### config.mk
export PLATFORM = sky130hd
export DESIGN_NAME = seg8_scan_sched
export DESIGN_NICKNAME = d
export VERILOG_FILES = /design/src/rtl/seg8_scan_sched.sv
export SDC_FILE = /design/constraint.sdc
export NUM_CORES = 1
export LEC_CHECK = 0
export BUFFER_PORTS_ARGS = -buffer_cell sky130_fd_sc_hd__buf_4
export CELL_PAD_IN_SITES_DETAIL_PLACEMENT = 0
export CELL_PAD_IN_SITES_GLOBAL_PLACEMENT = 2
export CORE_AREA = 2 2 162 164
export CTS_CLUSTER_DIAMETER = 200
export DETAILED_ROUTE_END_ITERATION = 7
export DIE_AREA = 0 0 164 166
export PLACE_DENSITY_LB_ADDON = 0.1
export SLEW_MARGIN = 0
export SYNTH_ARGS = -nofsm -noshare
export SYNTH_HDL_FRONTEND = slang
export SYNTH_SLANG_ARGS = --single-unit
### constraint.sdc
create_clock -name clk -period 5 [get_ports clk]
set_clock_uncertainty 0.05 [all_clocks]
set_input_delay 1 -clock clk [delete_from_list [all_inputs] [get_ports clk]]
set_output_delay 1 -clock clk [all_outputs]
set_load 0.005 [all_outputs]
### src/rtl/seg8_scan_sched.sv
// Refresh scheduler for an 8-digit 7-segment display behind a 16-bit
// 74HC595 chain. Holds the digit framebuffer, scans the digits, decodes
// hex to segments, applies PWM brightness with interleaved blank words and
// hands one 16-bit shift word per event to the serializer (valid/ready).
module seg8_scan_sched #(
    parameter int DWELL_CYCLES = 12500
) (
    input  logic        clk,
    input  logic        rst_n,
    input  logic        wr_en,
    input  logic [2:0]  wr_addr,
    input  logic [3:0]  wr_nibble,
    input  logic        wr_dp,
    input  logic        wr_blank,
    input  logic        enable,
    input  logic [3:0]  brightness,
    output logic        word_valid,
    output logic [15:0] word_data,
    input  logic        word_ready,
    output logic        frame_done,
    output logic        busy
);

    // One brightness step; derived from the dwell so a slot always spans 16 steps.
    localparam int          SLICE_CYCLES = DWELL_CYCLES / 16;
    localparam logic [31:0] SLICE        = 32'(SLICE_CYCLES);
    localparam logic [15:0] BLANK_WORD   = 16'hFF00;

    typedef enum logic [2:0] {
        IDLE,
        SEND_ON,
        ON_HOLD,
        SEND_OFF,
        OFF_HOLD,
        NEXT
    } state_t;

    // Segment pattern {a,b,c,d,e,f,g,dp} for a hex value, dp cleared.
    function automatic logic [7:0] hex_seg(input logic [3:0] n);
        logic [7:0] s;
        case (n)
            4'h0: s = 8'hFC;
            4'h1: s = 8'h60;
            4'h2: s = 8'hDA;
            4'h3: s = 8'hF2;
            4'h4: s = 8'h66;
            4'h5: s = 8'hB6;
            4'h6: s = 8'hBE;
            4'h7: s = 8'hE0;
            4'h8: s = 8'hFE;
            4'h9: s = 8'hF6;
            4'hA: s = 8'hEE;
            4'hB: s = 8'h3E;
            4'hC: s = 8'h9C;
            4'hD: s = 8'h7A;
            4'hE: s = 8'h9E;
            default: s = 8'h8E;
        endcase
        return s;
    endfunction

    // Framebuffer entry layout: {blank, dp, nibble[3:0]}.
    logic [5:0] fb_reg [8];

    state_t      state_reg,    state_next;
    logic [2:0]  idx_reg,      idx_next;
    logic [31:0] timer_reg,    timer_next;
    logic        valid_reg,    valid_next;
    logic [15:0] data_reg,     data_next;
    logic        fd_reg,       fd_next;
    logic        shutdown_reg, shutdown_next;
    logic [3:0]  bright_reg,   bright_next;

    logic [7:0][15:0] digit_word;
    logic [31:0]      on_time;
    logic [31:0]      off_time;
    logic [2:0]       idx_inc;

    // Host writes land on the clock edge; reset leaves every digit blanked.
    always_ff @(posedge clk or negedge rst_n) begin
        if (!rst_n) begin
            for (int i = 0; i < 8; i++) begin
                fb_reg[i] <= 6'b10_0000;
            end
        end else if (wr_en) begin
            fb_reg[wr_addr] <= {wr_blank, wr_dp, wr_nibble};
        end
    end

    // Per-digit shift word: active-low one-hot digit select plus segments;
    // a blanked entry lights nothing and ignores its decimal point.
    for (genvar gi = 0; gi < 8; gi++) begin : g_digit
        localparam logic [7:0] DIG_N = ~(8'b1 << gi);
        assign digit_word[gi] = fb_reg[gi][5]
            ? {DIG_N, 8'h00}
            : {DIG_N, hex_seg(fb_reg[gi][3:0]) | {7'b0, fb_reg[gi][4]}};
    end

    assign on_time  = ({28'b0, bright_reg} + 32'd1) * SLICE;
    assign off_time = (32'd15 - {28'b0, bright_reg}) * SLICE;
    assign idx_inc  = idx_reg + 3'd1;

    // State and datapath registers; valid drops at once on reset.
    always_ff @(posedge clk or negedge rst_n) begin
        if (!rst_n) begin
            state_reg    <= IDLE;
            idx_reg      <= 3'd0;
            timer_reg    <= 32'd0;
            valid_reg    <= 1'b0;
            data_reg     <= BLANK_WORD;
            fd_reg       <= 1'b0;
            shutdown_reg <= 1'b0;
            bright_reg   <= 4'd0;
        end else begin
            state_reg    <= state_next;
            idx_reg      <= idx_next;
            timer_reg    <= timer_next;
            valid_reg    <= valid_next;
            data_reg     <= data_next;
            fd_reg       <= fd_next;
            shutdown_reg <= shutdown_next;
            bright_reg   <= bright_next;
        end
    end

    // Next-state logic: scan sequencing, handshakes, hold timers, shutdown.
    always_comb begin
        state_next    = state_reg;
        idx_next      = idx_reg;
        timer_next    = timer_reg;
        valid_next    = valid_reg;
        data_next     = data_reg;
        fd_next       = 1'b0;
        shutdown_next = shutdown_reg;
        bright_next   = bright_reg;

        case (state_reg)
            IDLE: begin
                if (enable) begin
                    state_next    = SEND_ON;
                    valid_next    = 1'b1;
                    data_next     = digit_word[idx_reg];
                    bright_next   = brightness;
                    shutdown_next = 1'b0;
                end
            end

            SEND_ON: begin
                // Hold timer starts only at the accept edge.
                if (word_ready) begin
                    valid_next = 1'b0;
                    state_next = ON_HOLD;
                    timer_next = on_time;
                end
            end

            ON_HOLD: begin
                if (!enable) begin
                    state_next    = SEND_OFF;
                    valid_next    = 1'b1;
                    data_next     = BLANK_WORD;
                    shutdown_next = 1'b1;
                end else if (timer_reg <= 32'd1) begin
                    if (bright_reg == 4'd15) begin
                        state_next = NEXT;
                    end else begin
                        state_next = SEND_OFF;
                        valid_next = 1'b1;
                        data_next  = BLANK_WORD;
                    end
                end else begin
                    timer_next = timer_reg - 32'd1;
                end
            end

            SEND_OFF: begin
                if (word_ready) begin
                    valid_next = 1'b0;
                    if (shutdown_reg || !enable) begin
                        state_next    = IDLE;
                        idx_next      = 3'd0;
                        shutdown_next = 1'b0;
                    end else begin
                        state_next = OFF_HOLD;
                        timer_next = off_time;
                    end
                end
            end

            OFF_HOLD: begin
                if (!enable) begin
                    state_next    = SEND_OFF;
                    valid_next    = 1'b1;
                    data_next     = BLANK_WORD;
                    shutdown_next = 1'b1;
                end else if (timer_reg <= 32'd1) begin
                    state_next = NEXT;
                end else begin
                    timer_next = timer_reg - 32'd1;
                end
            end

            NEXT: begin
                if (enable) begin
                    idx_next    = idx_inc;
                    fd_next     = (idx_reg == 3'd7);
                    state_next  = SEND_ON;
                    valid_next  = 1'b1;
                    data_next   = digit_word[idx_inc];
                    bright_next = brightness;
                end else begin
                    state_next    = SEND_OFF;
                    valid_next    = 1'b1;
                    data_next     = BLANK_WORD;
                    shutdown_next = 1'b1;
                end
            end

            default: begin
                state_next = IDLE;
                valid_next = 1'b0;
            end
        endcase
    end

    assign word_valid = valid_reg;
    assign word_data  = data_reg;
    assign frame_done = fd_reg;
    assign busy       = (state_reg != IDLE);

endmodule
After elaboration in Yosys (flattened, before gate mapping) --
Memory sizes are Yosys's and may differ from the RTL's. Index checks and enable logic that the tools add are counted.
Storage, ports and cells: register bits after elaboration 109, memory bits (read-only) 896, output and inout port bits 19, logic and storage cells 141, memories 8
Memory list:
- (no name shown) | words 16, width 7, rd ports 1, clocked after memory_dff 0, write ports 0, line 41 | case (n)
- (no name shown) | words 16, width 7, rd ports 1, clocked after memory_dff 0, write ports 0, line 41
- (no name shown) | words 16, width 7, rd ports 1, clocked after memory_dff 0, write ports 0, line 41
- (no name shown) | words 16, width 7, rd ports 1, clocked after memory_dff 0, write ports 0, line 41
- (no name shown) | words 16, width 7, rd ports 1, clocked after memory_dff 0, write ports 0, line 41
- (no name shown) | words 16, width 7, rd ports 1, clocked after memory_dff 0, write ports 0, line 41
- +2 memories
Cells by class: $add $sub $neg 4, multiply operators 2, order comparisons 5, equal/unequal tests 21, muxes and demuxes 56, bitwise gates (word level) 9, reduce and logical (&&, ||, !) cells 20
Operator list (count):
- 2-to-1 mux 32 bit | 5
- 2-to-1 mux 16 bit | 8
- binary-select mux 16 bit (select 3 bit) | 2
- case mux 32 bit (3 select lines) | 1
- 2-to-1 mux 8 bit | 8
- bitwise OR 8 x 1 -> 8 bit | 8
- case mux 16 bit (4 select lines) | 1
- bitwise mux 48 bit | 1
- 2-to-1 mux 3 bit | 12
- less-or-equal comparator 32 x 1 -> 1 bit (second input constant) | 1
- subtractor 32 x 1 -> 32 bit (second input constant) | 1
- AND reduction 5 bit | 4
- demux 6 bit (select 3 bit) | 1
- != test 2 bit (second input constant) | 9
- case mux 3 bit (6 select lines) | 1
- multiplier 5 x 11 -> 16 bit (second input constant) | 1
- multiplier 5 x 10 -> 15 bit (second input constant) | 1
- 2-to-1 mux 1 bit | 11
- equality test 3 bit (second input constant) | 3
- != test 3 bit (second input constant) | 3
- nonzero test 3 bit | 3
- less-than comparator 3 x 4 -> 1 bit (second input constant) | 2
- equality test 3 x 2 -> 1 bit (second input constant) | 2
- 2-to-1 mux 6 bit | 1
- 24 further kinds | 27

Longest topological paths before layout --
Gate-level depths: netlist of the first run. An unclocked memory read counts as a cell.
depth after elaboration 7, mapped depth 14, depth with buffers taken out 14

Worst setup path before layout of the first run --
No wires, ideal clock.
kind flip-flop to flip-flop, from reg bright_reg[0], to reg timer_reg[10], arrival 3.275 ns, slack 1.550 ns, stages on the path, launching flop included 14, path buffers 1, path through dfrtp_1 > ha_1 > and2_1 > clkbuf_1 > ha_1 > ha_1 > ha_1 > ha_1 > a211oi_1 > o21bai_1 > a221oi_1 > xor2_1 > nor3_1 > a221o_1
Between the ends: cells in the longest elaborated chain, start to end 5
RTL lines:
- start, declared | line 72 | logic [3:0] bright_reg, bright_next;
- start signal, assigned | line 122 | bright_reg <= bright_next;
- subtractor 4 x 4 -> 5 bit | line 100 | assign off_time = (32'd15 - {28'b0, bright_reg}) * SLICE;
- multiplier 5 x 11 -> 16 bit | line 100
- 2-to-1 mux 32 bit | line 179 | if (shutdown_reg || !enable) begin
- 2-to-1 mux 32 bit | line 177 | if (word_ready) begin
- case mux 32 bit (3 select lines) (*) | line 137 | case (state_reg)
- end signal, assigned | line 117 | timer_reg <= timer_next;
- end, declared | line 67 | logic [31:0] timer_reg, timer_next;
Mark *: on every way between the ends. The rest lies on a longest branch, timed or not. The select of a mux whose other input is x is not followed. A chain may end at the register's enable or synchronous reset.

Worst setup path in the final report of the first run --
Ends and elaborated chain as after synthesis.

==> flow_summary.json, run 1 <==
{
  "overflow": 0,
  "path_clk_slew_ns": 0.08,
  "die_h_um": 166,
  "cts-buffers-inserted": 9,
  "critPathLaunchType": "register",
  "yosys_warnings": 0,
  "synth-async-reset-ratio_pct": 100,
  "finalCriticalPeriod_ns": 3.94,
  "cts-hold-fix-buffers": 0,
  "cp_slowest_cell": "dfrtp_1",
  "peakVddDrop_mv": 0.250,
  "synth_top_area_cell": "dfrtp_1",
  "antenna_found_initial": 0,
  "yosys-top-cells-area": "dfrtp_1, ha_1, mux2_2",
  "synth_edf_count": 0,
  "synth_top_area_share_pct": 23.3,
  "dp_hpwl_um": 22500,
  "area_growth_pct": 8.20,
  "fillers": 2572,
  "synth-seq-cells": 109,
  "leakage_nw": 4.66,
  "path_cells": "ha_1 -> and2_1 -> ha_1 -> ha_1 -> ha_1 -> ha_1 -> a211oi_1 -> o21bai_1 -> a221oi_1 -> xor2_1 -> nor3_1 -> a221o_1",
  "grt_pass1_vias": 8350,
  "grt_max_degree": 57,
  "cp-end-kind": "register",
  "synth_top_flop_cell": "dfrtp_1",
  "synth_cell_types": 78,
  "cts.sinks": 109,
  "clock_path_buffers": 2,
  "worst-path-max-fanout": 9,
  "synth_area_um2": 9990,
  "vias_per_cell": 5.94,
  "met3_length_um": 837,
  "synth_fp_nets": 1239,
  "cp.arrival_ns": 4.14,
  "fin_tns_setup_ns": 0,
  "cp_data_required_time_ns": 5.20,
  "worst_slew_pin_slew_ns": 1.08,
  "track_usage_pct": 22.6,
  "drc": 0,
  "ant_nets": 0,
  "gp_congestion": 0.852,
  "fp.dieW_um": 164,
  "n_antenna_cell": 0,
  "rsz0062_at_grt": "no",
  "critical_path_class": "register to register",
  "fp-row-count": 59,
  "hold_path_class": "register to register",
  "synth_cells": 1120,
  "drive_gt1_share_pct": 14.6,
  "fin_util_pct": 42.2,
  "drv_cap": 0,
  "cts_tree": "done",
  "setup_viol": 0,
  "clock.fmax_ghz": 0.254,
  "start_util_pct": 39.0,
  "drt_iter0_drc": 498,
  "ys_seq_area_share_pct": 27.5,
  "cellPowerDensity_nw_per_um2": 637,
  "crit_buf_inv": 0,
  "wl_met2_um": 15500,
  "post_cts_buffers": 0,
  "final_common_cell": "ha_1",
  "wl_per_cell_um": 20.8,
  "grt_pass1_wl_um": 47900,
  "dieArea_um2": 27200,
  "ioPinCount": 37,
  "root_buffer": "clkbuf_16",
  "core_um2": 25600,
  "final_hold_viol_count": 0,
  "firstDrtPassIters": 5,
  "wl_met1_um": 13400,
  "post_cts_resized": 0,
  "layout_common_cells": "ha_1, dfrtp_1, nand2_1",
  "via_count": 8637,
  "report.final.slew_viol_count": 0,
  "crit_family": "adder cells",
  "fin_crit_sh_pct": 78.7,
  "cpPeakStageDelay_ns": 0.47,
  "largest_reg_flops": 48,
  "top_layer_used": "met4",
  "path_common_cell": "ha_1",
  "htree_levels": 3,
  "synth.avg_cell_area_um2": 8.92,
  "routed_wl_um": 30200,
  "insertion_delay_ns": 0.37,
  "nets": 1234,
  "slew_headroom_pct": 27.0,
  "outcome": "finished, final reports clean",
  "io_buffers": 36
}
==> cell type report <==
type	instances	area [um^2]	area share, %
multi-input cells	888	6760	62.5
flip-flops and latches	109	2750	25.4
well taps	335	419	3.88
repair buffers	48	373	3.45
clock buffers	10	239	2.21
inverters	59	221	2.05
clock inverters	6	52.6	0.486
==> power by group <==
group | total (mW) | internal [mW] | leakage [nW] | switching [mW]
Clock | 0.744 | 0.362 | 0.138 | 0.381
Combinational | 4.52 | 1.87 | 3.19 | 2.65
Sequential | 1.62 | 1.17 | 1.33 | 0.445
==> synthesized netlist by cell type, types with 9 or more instances <==
master     n
ha_1      99
nor4_1    11
nor3_1    35
xor2_1    16
mux4_2    12
nand3_1   15
a221o_1    9
inv_1     56
mux2_2    49
and3_1    13
or2_2      9
dfstp_2   16
a21o_1    12
nor3b_1   10
nand2b_1  24
a211oi_1  15
o22ai_1   11
dfrtp_1   93
nor2_1    72
nor2b_1   29
o311ai_0  10
nand2_1   77
mux2i_1   37
a221oi_1  22
a21oi_1   43
a31oi_1   25
and2_1    13
clkbuf_1  54
o31ai_1    9
o21ai_0   72
xnor2_1   15
==> through the flow <==
| stage | power (mW) | area, um^2 | setup slack (ns) | hold WS, ns | instances |
|---|---|---|---|---|---|
| 2_1_floorplan | 4.76 | 9990 | 1.55 | 0.411 | 1120 |
| 3_3_place_gp | 6.18 | 10500 | 1.22 | 0.444 | 1439 |
| 3_5_place_dp | 6.15 | 10500 | 1.18 | 0.454 | 1439 |
| 4_1_cts | 6.93 | 10800 | 1.14 | 0.466 | 1455 |
| 5_1_grt | 7.51 | 10800 | 0.812 | 0.474 | 1455 |
| 6_report | 6.88 | 10800 | 1.06 | 0.464 | 1455 |
==> per-layer routing <==
| layer | track usage (%) | vias to the layer above |
|---|---|---|
| met5 | 0 | - |
| met4 | 5.49 | 0 |
| met3 | 2.47 | 32 |
| met2 | 40.2 | 167 |
| met1 | 29.0 | 4243 |
| li1 | - | 4195 |
==> worst paths after layout <==
path	endpoint	slack [ns]	depth (start not counted)	from
max	timer_reg[10]$_DFFE_PN0P_	1.06	12	bright_reg[0]$_DFFE_PN0P_
min	word_data[14]$_DFFE_PN1P_	0.46	1	word_data[14]$_DFFE_PN1P_
max reg2reg	timer_reg[10]$_DFFE_PN0P_	1.06	12	bright_reg[0]$_DFFE_PN0P_
min reg2reg	word_data[14]$_DFFE_PN1P_	0.46	1	word_data[14]$_DFFE_PN1P_
max in group asynchronous	word_data[8]$_DFFE_PN1P_	3.45	2	rst_n
min in group asynchronous	bright_reg[1]$_DFFE_PN0P_	0.64	1	rst_n
==> cell families (layout without fill, tap and decap cells) <==
logic type      Yosys count  count (layout)  share of synthesized area, %
buf+inv                 123             123                          4.90
xor+xnor                 31              31                          2.72
compound gates          318             318                          22.3
fa+ha+maj               101             101                          12.8
simple gates            340             340                          17.8
flops                   109             109                          27.5
mux                      98              98                          11.9
Note: power is estimated with default switching activity, not from simulation.
==> run 2, diff against run 1 <==
==> constraint.sdc (replaced) <==
create_clock -name clk -period 4 [get_ports clk]
set_clock_uncertainty 0.05 [all_clocks]
set_input_delay 0.8 -clock clk [delete_from_list [all_inputs] [get_ports clk]]
set_output_delay 0.8 -clock clk [all_outputs]
set_load 0.005 [all_outputs]
==> flow_summary.json, run 2 (synthesized netlist as in run 1, its figures left out) <==
{
  "path_cells": "ha_1 -> and2_1 -> buf_4 -> ha_1 -> xor2_1 -> ha_1 -> ha_1 -> o21ai_0 -> o21bai_1 -> a221oi_2 -> or4bb_1 -> o311ai_0 -> a22o_1",
  "outcome": "finished, final reports clean",
  "post_dp_cell_area_um2": 10600,
  "final_common_cell": "ha_1",
  "overflow": 0,
  "rrSetupSlack_ns": 0.33,
  "use_met1_pct": 28.6,
  "cp.arrival_ns": 3.92,
  "root_buffer": "clkbuf_16",
  "final_hold_viol_count": 0,
  "fillers": 2602,
  "drc": 0,
  "cp_data_required_time_ns": 4.26,
  "use_met2_pct": 40.0,
  "post_cts_resized": 0,
  "ant_nets": 0,
  "stdcell_area_um2": 11000,
  "grt_max_degree": 69,
  "report.final.slew_viol_count": 0,
  "pre_cts_ws_ns": 0.205,
  "routed_wl_um": 30100,
  "worst-path-max-fanout": 8,
  "start_util_pct": 39.0,
  "fin_crit_sh_pct": 91.7,
  "reg2reg_depth": 13,
  "path_clk_slew_ns": 0.09,
  "largest_reg_flops": 48,
  "crit_buf_inv": 1,
  "cts_tree": "done",
  "via_count": 8604,
  "top_usage_layer": "met2",
  "cts-buffers-inserted": 9,
  "use_met3_pct": 2.60,
  "fin_tns_setup_ns": 0,
  "track_usage_pct": 22.6,
  "rsz0062_at_grt": "no",
  "firstDrtPassIters": 5,
  "peakVddDrop_mv": 0.371,
  "fp-row-count": 59,
  "leakage_nw": 4.78,
  "worst_slew_pin_slew_ns": 1.06,
  "wl_per_cell_um": 20.5,
  "grt_pass1_wl_um": 48100,
  "layout_common_cells": "ha_1, dfrtp_1, nand2_1",
  "cp-end-kind": "register",
  "vias_per_cell": 5.85,
  "hold_path_class": "input pin to async pin",
  "antenna_found_initial": 0,
  "cp_slowest_cell": "or4bb_1",
  "clock.fmax_ghz": 0.273,
  "slew_headroom_pct": 28.8,
  "finalCriticalPeriod_ns": 3.67,
  "drive_gt1_share_pct": 16.2,
  "cts-hold-fix-buffers": 0,
  "worstReg2RegStart": "bright_reg[0]$_DFFE_PN0P_",
  "cts.sinks": 109,
  "htree_levels": 3,
  "cellPowerDensity_nw_per_um2": 802,
  "critPathLaunchType": "register",
  "drv_cap": 0,
  "setup_viol": 0,
  "rr_endpoint": "timer_reg[14]$_DFFE_PN0P_",
  "n_antenna_cell": 0,
  "post_cts_buffers": 0,
  "fin_cells": 1472,
  "dieArea_um2": 27200,
  "area_growth_pct": 10.2,
  "insertion_delay_ns": 0.37,
  "critical_path_class": "register to register",
  "clock_path_buffers": 2,
  "dp_hpwl_um": 22800,
  "die_h_um": 166,
  "crit_family": "adder cells",
  "worst_slack_ns": 0.333,
  "fp.dieW_um": 164,
  "cpPeakStageDelay_ns": 0.49,
  "grt_pass1_vias": 8538,
  "path_common_cell": "ha_1",
  "drt_iter0_drc": 466,
  "io_buffers": 36,
  "gp_congestion": 0.847,
  "ioPinCount": 37,
  "core_um2": 25600,
  "dp.cells": 1456,
  "nets": 1251
}
==> run 2: area by class of cell <==
cell class              instances  area [um^2]  area share, %
clock buffers                   9          225           2.05
well taps                     335          419           3.81
clock inverters                 7          105          0.955
inverters                      59          221           2.01
repair buffers                 65          500           4.55
multi-input cells             888         6790           61.7
flip-flops and latches        109         2750           25.0
==> run 2: worst max path at each step <==
stage	start	endpoint	slack, ns	depth (start not counted)
2_1_floorplan	bright_reg[0]$_DFFE_PN0P_	timer_reg[10]$_DFFE_PN0P_	0.55	13
3_3_place_gp	bright_reg[0]$_DFFE_PN0P_	timer_reg[10]$_DFFE_PN0P_	0.27	12
3_5_place_dp	bright_reg[0]$_DFFE_PN0P_	timer_reg[14]$_DFFE_PN0P_	0.20	12
4_1_cts	bright_reg[0]$_DFFE_PN0P_	timer_reg[14]$_DFFE_PN0P_	0.17	12
5_1_grt	bright_reg[2]$_DFFE_PN0P_	timer_reg[14]$_DFFE_PN0P_	0.03	13
6_report	bright_reg[0]$_DFFE_PN0P_	timer_reg[14]$_DFFE_PN0P_	0.33	13
==> run 2: metrics by stage <==
step | hold slack, ns | utilization [%] | power (mW)
after floorplan | 0.411 | - | 5.95
after global placement | 0.449 | 41.6 | 7.81
after detailed placement | 0.451 | 41.6 | 7.76
after CTS | 0.400 | 42.9 | 8.85
after global routing | 0.408 | 43.0 | 9.62
final | 0.368 | 43.0 | 8.83
==> run 2: metal layers <==
layer / part of all wire, % / up-vias
li1: - / 4216
met1: 44 / 4180
met2: 50 / 169
met3: 3.2 / 39
met4: 2.7 / 0
met5: 0 / -
==> run 2: worst reg2reg max path: cells and delay by family, from the launching register on <==
family / cells / cell delay (ns)
simple gates: 2 / 0.66
buf+inv: 1 / 0.18
xor+xnor: 1 / 0.23
compound gates: 5 / 0.81
flops: 1 / 0.46
fa+ha+maj: 4 / 1.22
==> run 2: power by group <==
group	internal [mW]	leakage, nW	switching [mW]	total [mW]
Clock	0.561	0.159	0.472	1.03
Sequential	1.47	1.33	0.487	1.95
Combinational	2.44	3.28	3.40	5.84
Total	4.47	4.78	4.36	8.83
